--- config.mk ---
export PLATFORM = sky130hd
export DESIGN_NAME = iterative_shifter
export DESIGN_NICKNAME = d
export VERILOG_FILES = /design/src/rtl/shifter_pkg.sv /design/src/rtl/shift_stage.sv /design/src/rtl/iterative_shifter.sv
export SDC_FILE = /design/constraint.sdc
export NUM_CORES = 1
export LEC_CHECK = 0
export ABC_AREA = 1
export BUFFER_PORTS_ARGS = -buffer_cell sky130_fd_sc_hd__buf_4
export CAP_MARGIN = 15
export CORE_ASPECT_RATIO = 0.75
export CORE_MARGIN = 4
export CORE_UTILIZATION = 45
export DETAILED_ROUTE_END_ITERATION = 8
export GPL_TIMING_DRIVEN = 0
export HOLD_SLACK_MARGIN = 0.08
export PLACE_DENSITY = 0.63
export SETUP_SLACK_MARGIN = 0.15
export SYNTH_ARGS = -nofsm -noshare
export SYNTH_HDL_FRONTEND = slang
export SYNTH_SLANG_ARGS = --single-unit
export TNS_END_PERCENT = 10
--- constraint.sdc ---
create_clock -name clock -period 5.4 [get_ports clock]
set_input_delay 1.08 -clock clock [delete_from_list [all_inputs] [get_ports clock]]
set_output_delay 1.08 -clock clock [all_outputs]
set_load 0.01 [all_outputs]
--- src/rtl/shifter_pkg.sv ---
// Shared definitions for the iterative shift unit: widths, op encodings,
// FSM states and the remaining-amount priority select.
package shifter_pkg;

  localparam int WIDTH   = 32;
  localparam int SHAMT_W = 5;
  localparam int STEP_W  = 3;

  typedef enum logic [1:0] {
    OP_SLL = 2'b00,
    OP_SRL = 2'b01,
    OP_SRA = 2'b10,
    OP_ROL = 2'b11
  } op_e;

  typedef enum logic [1:0] {
    IDLE  = 2'b00,
    SHIFT = 2'b01,
    DONE  = 2'b10
  } state_e;

  // Index of the highest set bit; larger steps are taken first.
  function automatic logic [STEP_W-1:0] msb_index(input logic [SHAMT_W-1:0] v);
    msb_index = '0;
    for (int i = 0; i < SHAMT_W; i++) begin
      if (v[i]) msb_index = STEP_W'(i);
    end
  endfunction

endpackage

--- src/rtl/shift_stage.sv ---
// One power-of-two shift step (1 << k_i positions) for sll, srl, sra and rol.
module shift_stage
  import shifter_pkg::*;
(
  input  logic [WIDTH-1:0]  val_i,
  input  logic [STEP_W-1:0] k_i,
  input  op_e               op_i,
  output logic [WIDTH-1:0]  val_o
);

  logic [SHAMT_W-1:0]   step;
  logic [2*WIDTH-1:0]   rot_wide;

  assign step     = SHAMT_W'(1) << k_i;
  // Upper half of the doubled word shifted left is the rotated value.
  assign rot_wide = {val_i, val_i} << step;

  always_comb begin
    val_o = val_i;
    unique case (op_i)
      OP_SLL: val_o = val_i << step;
      OP_SRL: val_o = val_i >> step;
      OP_SRA: val_o = $unsigned($signed(val_i) >>> step);
      OP_ROL: val_o = rot_wide[2*WIDTH-1:WIDTH];
    endcase
  end

endmodule

--- src/rtl/iterative_shifter.sv ---
// Multi-cycle shifter: one power-of-two step per cycle, largest step first,
// ending with a single-cycle result_valid pulse and a held result.
module iterative_shifter
  import shifter_pkg::*;
(
  input  logic               clock,
  input  logic               reset,
  input  logic               start,
  input  logic [WIDTH-1:0]   data_in,
  input  logic [SHAMT_W-1:0] shamt,
  input  logic [1:0]         op,
  output logic               ready,
  output logic               busy,
  output logic [WIDTH-1:0]   result,
  output logic               result_valid
);

  state_e             state_q, state_d;
  logic [WIDTH-1:0]   acc_q, acc_d;
  logic [SHAMT_W-1:0] rem_q, rem_d;
  op_e                op_q, op_d;
  logic [WIDTH-1:0]   result_q, result_d;
  logic               valid_q, valid_d;

  logic [STEP_W-1:0]  k;
  logic [WIDTH-1:0]   stage_val;
  logic [SHAMT_W-1:0] rem_next;

  assign k        = msb_index(rem_q);
  assign rem_next = rem_q & ~(SHAMT_W'(1) << k);

  shift_stage u_stage (
    .val_i (acc_q),
    .k_i   (k),
    .op_i  (op_q),
    .val_o (stage_val)
  );

  // NOTE: every always_comb output gets a default first so no latch is inferred.
  always_comb begin
    state_d  = state_q;
    acc_d    = acc_q;
    rem_d    = rem_q;
    op_d     = op_q;
    result_d = result_q;
    valid_d  = 1'b0;
    unique case (state_q)
      IDLE, DONE: begin
        if (start) begin
          acc_d = data_in;
          rem_d = shamt;
          op_d  = op_e'(op);
          if (shamt == '0) begin
            state_d  = DONE;
            result_d = data_in;
            valid_d  = 1'b1;
          end else begin
            state_d = SHIFT;
          end
        end else if (state_q == DONE) begin
          state_d = IDLE;
        end
      end
      SHIFT: begin
        acc_d = stage_val;
        rem_d = rem_next;
        // Result is captured on the same edge that enters DONE.
        if (rem_next == '0) begin
          state_d  = DONE;
          result_d = stage_val;
          valid_d  = 1'b1;
        end
      end
      default: state_d = IDLE;
    endcase
  end

  // NOTE: sequential state uses non-blocking assignments so all registers
  // update together from the values sampled at the edge.
  always_ff @(posedge clock) begin
    if (reset) begin
      state_q  <= IDLE;
      acc_q    <= '0;
      rem_q    <= '0;
      op_q     <= OP_SLL;
      result_q <= '0;
      valid_q  <= 1'b0;
    end else begin
      state_q  <= state_d;
      acc_q    <= acc_d;
      rem_q    <= rem_d;
      op_q     <= op_d;
      result_q <= result_d;
      valid_q  <= valid_d;
    end
  end

  assign ready        = (state_q != SHIFT);
  assign busy         = (state_q == SHIFT);
  assign result       = result_q;
  assign result_valid = valid_q;

endmodule

Word level (Yosys, flattened, before mapping) --
Cells that the tools add are included.
Cells by class: eq/ne operators 10, shift operators 5, mux-type cells 22, bitwise operators 2, reduce and logical (&&, ||, !) cells 10
Operator list (count):
- $mux 32 | 4
- $pmux 32 s2 | 2
- $pmux 32 s4 | 1
- $shl 64x5->64 | 1
- $shl 32x5->32 | 1
- $shr 32x5->32 | 1
- $sshr 32x5->32 | 1
- $logic_not 5->1 | 2
- $pmux 5 s2 | 1
- $mux 3 | 3
- $mux 2 | 4
- $eq 2x2->1 const B | 3
- $reduce_and 2->1 | 3
- $and 5x5->5 | 1
- $mux 5 | 1
- $not 5->5 | 1
- $shl 1x3->5 const A | 1
- $eq 2x1->1 const B | 2
- $logic_not 2->1 | 2
- $mux 1 | 4
- $ne 2x1->1 const B | 2
- $ne 2x2->1 const B | 2
- $pmux 2 s2 | 1
- $reduce_and 4->1 | 1
- 4 further kinds | 4
Word-level totals: bits in registers 74, input bits 42, output and inout port bits 35, word-level logic and storage cells 55

Longest topological paths before layout --
word-level depth 10, depth in mapped cells 19, mapped depth without buffers 17

Modules after synthesis --
Synthesis repeated with hierarchy kept, for this count alone.
Second synthesis, totals: cells, all modules 1230, area, all modules 7176.9 µm²
By module, submodules not included:
- shift_stage | times used 1, cells each 808, area each 3962.6 µm², seq. area each 0.0 µm²
- iterative_shifter | times used 1, cells each 422, area each 3214.3 µm², seq. area each 1481.4 µm²

Worst setup path after synthesis --
Ideal clock, no wire load.
path kind input -> register, from input port shamt[2], to register result_q[31], in the netlist result[31], library setup time 124 ps, arrival time 2047 ps, required time 5276 ps, slack 3229 ps, stages on the path 7, buffers on the path 2, cell sequence nor3_1 -> nor3b_1 -> nand2_1 -> nand2_2 -> buf_2 -> buf_4 -> a21oi_1
On the way: cells in the longest elaborated chain, start to end 3
RTL lines:
- start: declaration | line iterative_shifter.sv:10 | input logic [SHAMT_W-1:0] shamt,
- $logic_not 5->1 | line iterative_shifter.sv:53 | if (shamt == '0) begin
- $ne 2x2->1 (no source line)
- $reduce_and 4->1 (no source line)
- end signal: assignment | line iterative_shifter.sv:93 | result_q <= result_d;
- end: declaration | line iterative_shifter.sv:22 | logic [WIDTH-1:0] result_q, result_d;
Every way passes these cells. A chain may end at the register's enable or synchronous reset.

Final worst setup path --
from register state_q[0], to output port ready
On the way: cells in the longest elaborated chain, start to end 1
RTL lines:
- start: declaration | line iterative_shifter.sv:18 | state_e state_q, state_d;
- start signal: assignment | line iterative_shifter.sv:89 | state_q <= state_d;
- $ne 2x1->1 | line iterative_shifter.sv:98 | assign ready = (state_q != SHIFT);
- end: declaration | line iterative_shifter.sv:12 | output logic ready,
Every way passes these cells.

==> impl_results.md <==
- Number of fill cells: 1602
- WL/cell: 25.8 µm
- # IOs: 77
- GR peak layer: met2
- Layout cells sized above 1: 12.1%
- Die Ht: 117 µm
- Clock Skew: 14.6 ps
- Antenna Violating Nets Remaining: 0
- Ant. Diodes: 0
- Grt met1 use: 57.4%
- CP Launch Type: flip-flop
- Clock buffer depth: 2
- Final instance area: 8290 µm²
- GRT Overall Usage: 44.8%
- Final Hold Fails: 0
- # resized after CTS: 0
- Clock transition at path regs: 60 ps
- Avg Synthesized Cell Area: 5.50 µm²
- DR vias/cell: 6.47
- Cells after Synth: 1303
- Max-slew violation count: 0
- Row count: 39
- Pin count of the biggest net entering global routing: 16
- Number of global-route vias before repair: 9234
- Netlist Area Pre-Place: 7160 µm²
- CP Class: flip-flop to primary output
- Synth top area cells: nand2_1 (21%), dfxtp_1 (21%), nand3_1 (20%), inv_1 (8.1%), o21ai_0 (4.5%)
- Die area: 18000 µm²
- Crit path max fanout: 10
- Chip width: 154 µm
- Total gr overflow: 0
- Arr. time, crit path: 2430 ps
- CTS H-tree depth: 3
- Netlist cell types: 43
- Total DRC errors in the routed layout: 0
- Routed vias: 10349
- Synth cell count leaders: nand2_1 (402), nand3_1 (287), inv_1 (154), dfxtp_1 (74), o21ai_0 (65)
- Placer Congestion: 1.16
- Asr flop ratio synth: 0%
- Final setup vio count: 0
- First-pass GRT wire length: 59100 µm
- Root buffer cell: clkbuf_16
- Core area: 15400 µm²
- Worst hold path class: flip-flop to flip-flop
- Initial antenna violation count: 1
- Final Critical Period: 3510 ps
- FF+latch count, synth: 74
- Reg2reg path depth: 9
- Required time worst endpoint: 4320 ps
- Met2 usage: 60.0%
- Post-synth EDFFs: 0
- Post-synth top area share: 21.1%
- Slew HR: 29.2%
- Total CTS buffers: 9
- Clock Sinks: 74
- Layout area overhead: 15.7%
- Final worst slack: 1890 ps
- Cell with the most instances after synthesis: nand2_1
- Leakage: 0.00444 µW
- Setup TNS: 0 ps
- GR Util met3: 22.4%
- Total setup buffers inserted after CTS: 0
- Worst r2r src: state_q[0]
- 1st-iter DRT viols: 1808
- Synth warn: 0
- Pwr Density: 324 nW/µm²
- Status: finished clean
- Initial Utilization: 46.4%
- Ratio of final minimum period to clock period: 65.0%
- Final nets: 1431
- Cts hold-fix bufs: 0
- Syn nets: 1345
- Placed Area: 7980 µm²
- Hold path depth: 2
- R2R setup slack: 1990 ps
- DRT Pass-1 Iters: 7
- Place WS: 2220 ps
- Worst R2R End: acc_q[8]
- Drt total wl: 41200 µm
- Synth area leader: nand2_1
- Seq/Total Area, Yosys: 20.7%
- Commonest register cell after synthesis: dfxtp_1
- Least-Margin Pin Slew: 1050 ps
- RSZ-0062 raised after global routing: no
- Hold_sp: result[29]
- Final HPWL DP: 32000 µm
- Clock latency on the worst-skew pair: 370 ps
- CP endpoint kind: primary output
- CTS tree: built
- Peak supply drop: 0.000193 V
- Port bufs: 75
- Hold endpoint: result[29]
- Max_cap viols: 0
- Max Freq: 0.285 GHz
[sequential cells by signal, indices dropped and copies added, names as in the netlist]
signal / count
op_q: 2
rem_q: 5
result: 32
result_valid: 1
acc_q: 32
state_q: 2
[worst max path at each step]
stage / from / to / slack, ps
after global routing: state_q[0] / ready / 1880
after detailed placement: state_q[0] / acc_q[8] / 2220
after global placement: state_q[0] / acc_q[8] / 2270
after CTS: state_q[0] / ready / 1960
final: state_q[0] / ready / 1890
after floorplan: shamt[2] / result[31] / 3230
[power by group]
group	switching [µW]	internal, µW	total [µW]
logic	995	374	1370
registers	39.2	602	642
clock network	310	367	677
total	1340	1340	2690
[kinds of logic (layout without fill, tap and decap cells)]
group | count (synthesis) | count (layout) | share of synthesized area, %
simple gates | 798 | 798 | 50.2
buf+inv | 242 | 333 | 14.3
compound gates | 189 | 189 | 14.8
flops | 74 | 74 | 20.7
[per-layer routing]
layer | wire length, µm | vias to the layer above
li1 | - | 4464
met1 | 15200 | 4611
met2 | 15100 | 1060
met3 | 7650 | 212
met4 | 3220 | 2
met5 | 15 | -
[layout by cell type, fill, tap and decap left out, types with 4 or more instances in the layout]
master,instances
or2_2,11
nand3_2,4
nand3_1,287
clkbuf_1,35
nand2_1,402
clkbuf_16,9
nor3_1,5
buf_1,6
nand2_2,6
o21ai_0,65
nor2_1,37
inv_1,154
buf_2,26
a21oi_1,60
o211ai_1,11
buf_4,84
buf_6,6
o21ai_1,24
nand4_1,32
a22oi_1,7
dfxtp_1,74
[stage by stage]
stage	power, µW	std cells	hold WS (ps)	utilization, %
floorplan	1430	1303	472	-
global placement	1920	1583	492	51.8
detailed placement	1910	1583	505	51.8
CTS	2570	1599	516	53.7
global route	2770	1599	549	53.7
finish	2690	1599	532	53.7
[cell type report]
class / count / area (µm²) / area share, %
flip-flops and latches: 74 / 1480 / 17.9
clock buffers: 9 / 225 / 2.72
plain buffers: 83 / 424 / 5.12
well taps: 205 / 256 / 3.09
clock inverters: 7 / 82.6 / 0.996
inverters: 159 / 597 / 7.20
repair buffers: 75 / 563 / 6.79
multi-input cells: 987 / 4660 / 56.2
[worst max-delay path, stage by stage (launching register included)]
cell	delay [ps]
dfxtp_1	320
inv_1	50
nor2_1	770
inv_2	340
clkbuf_1	350
buf_4	230
No activity file was read; power rests on OpenSTA's default activity.
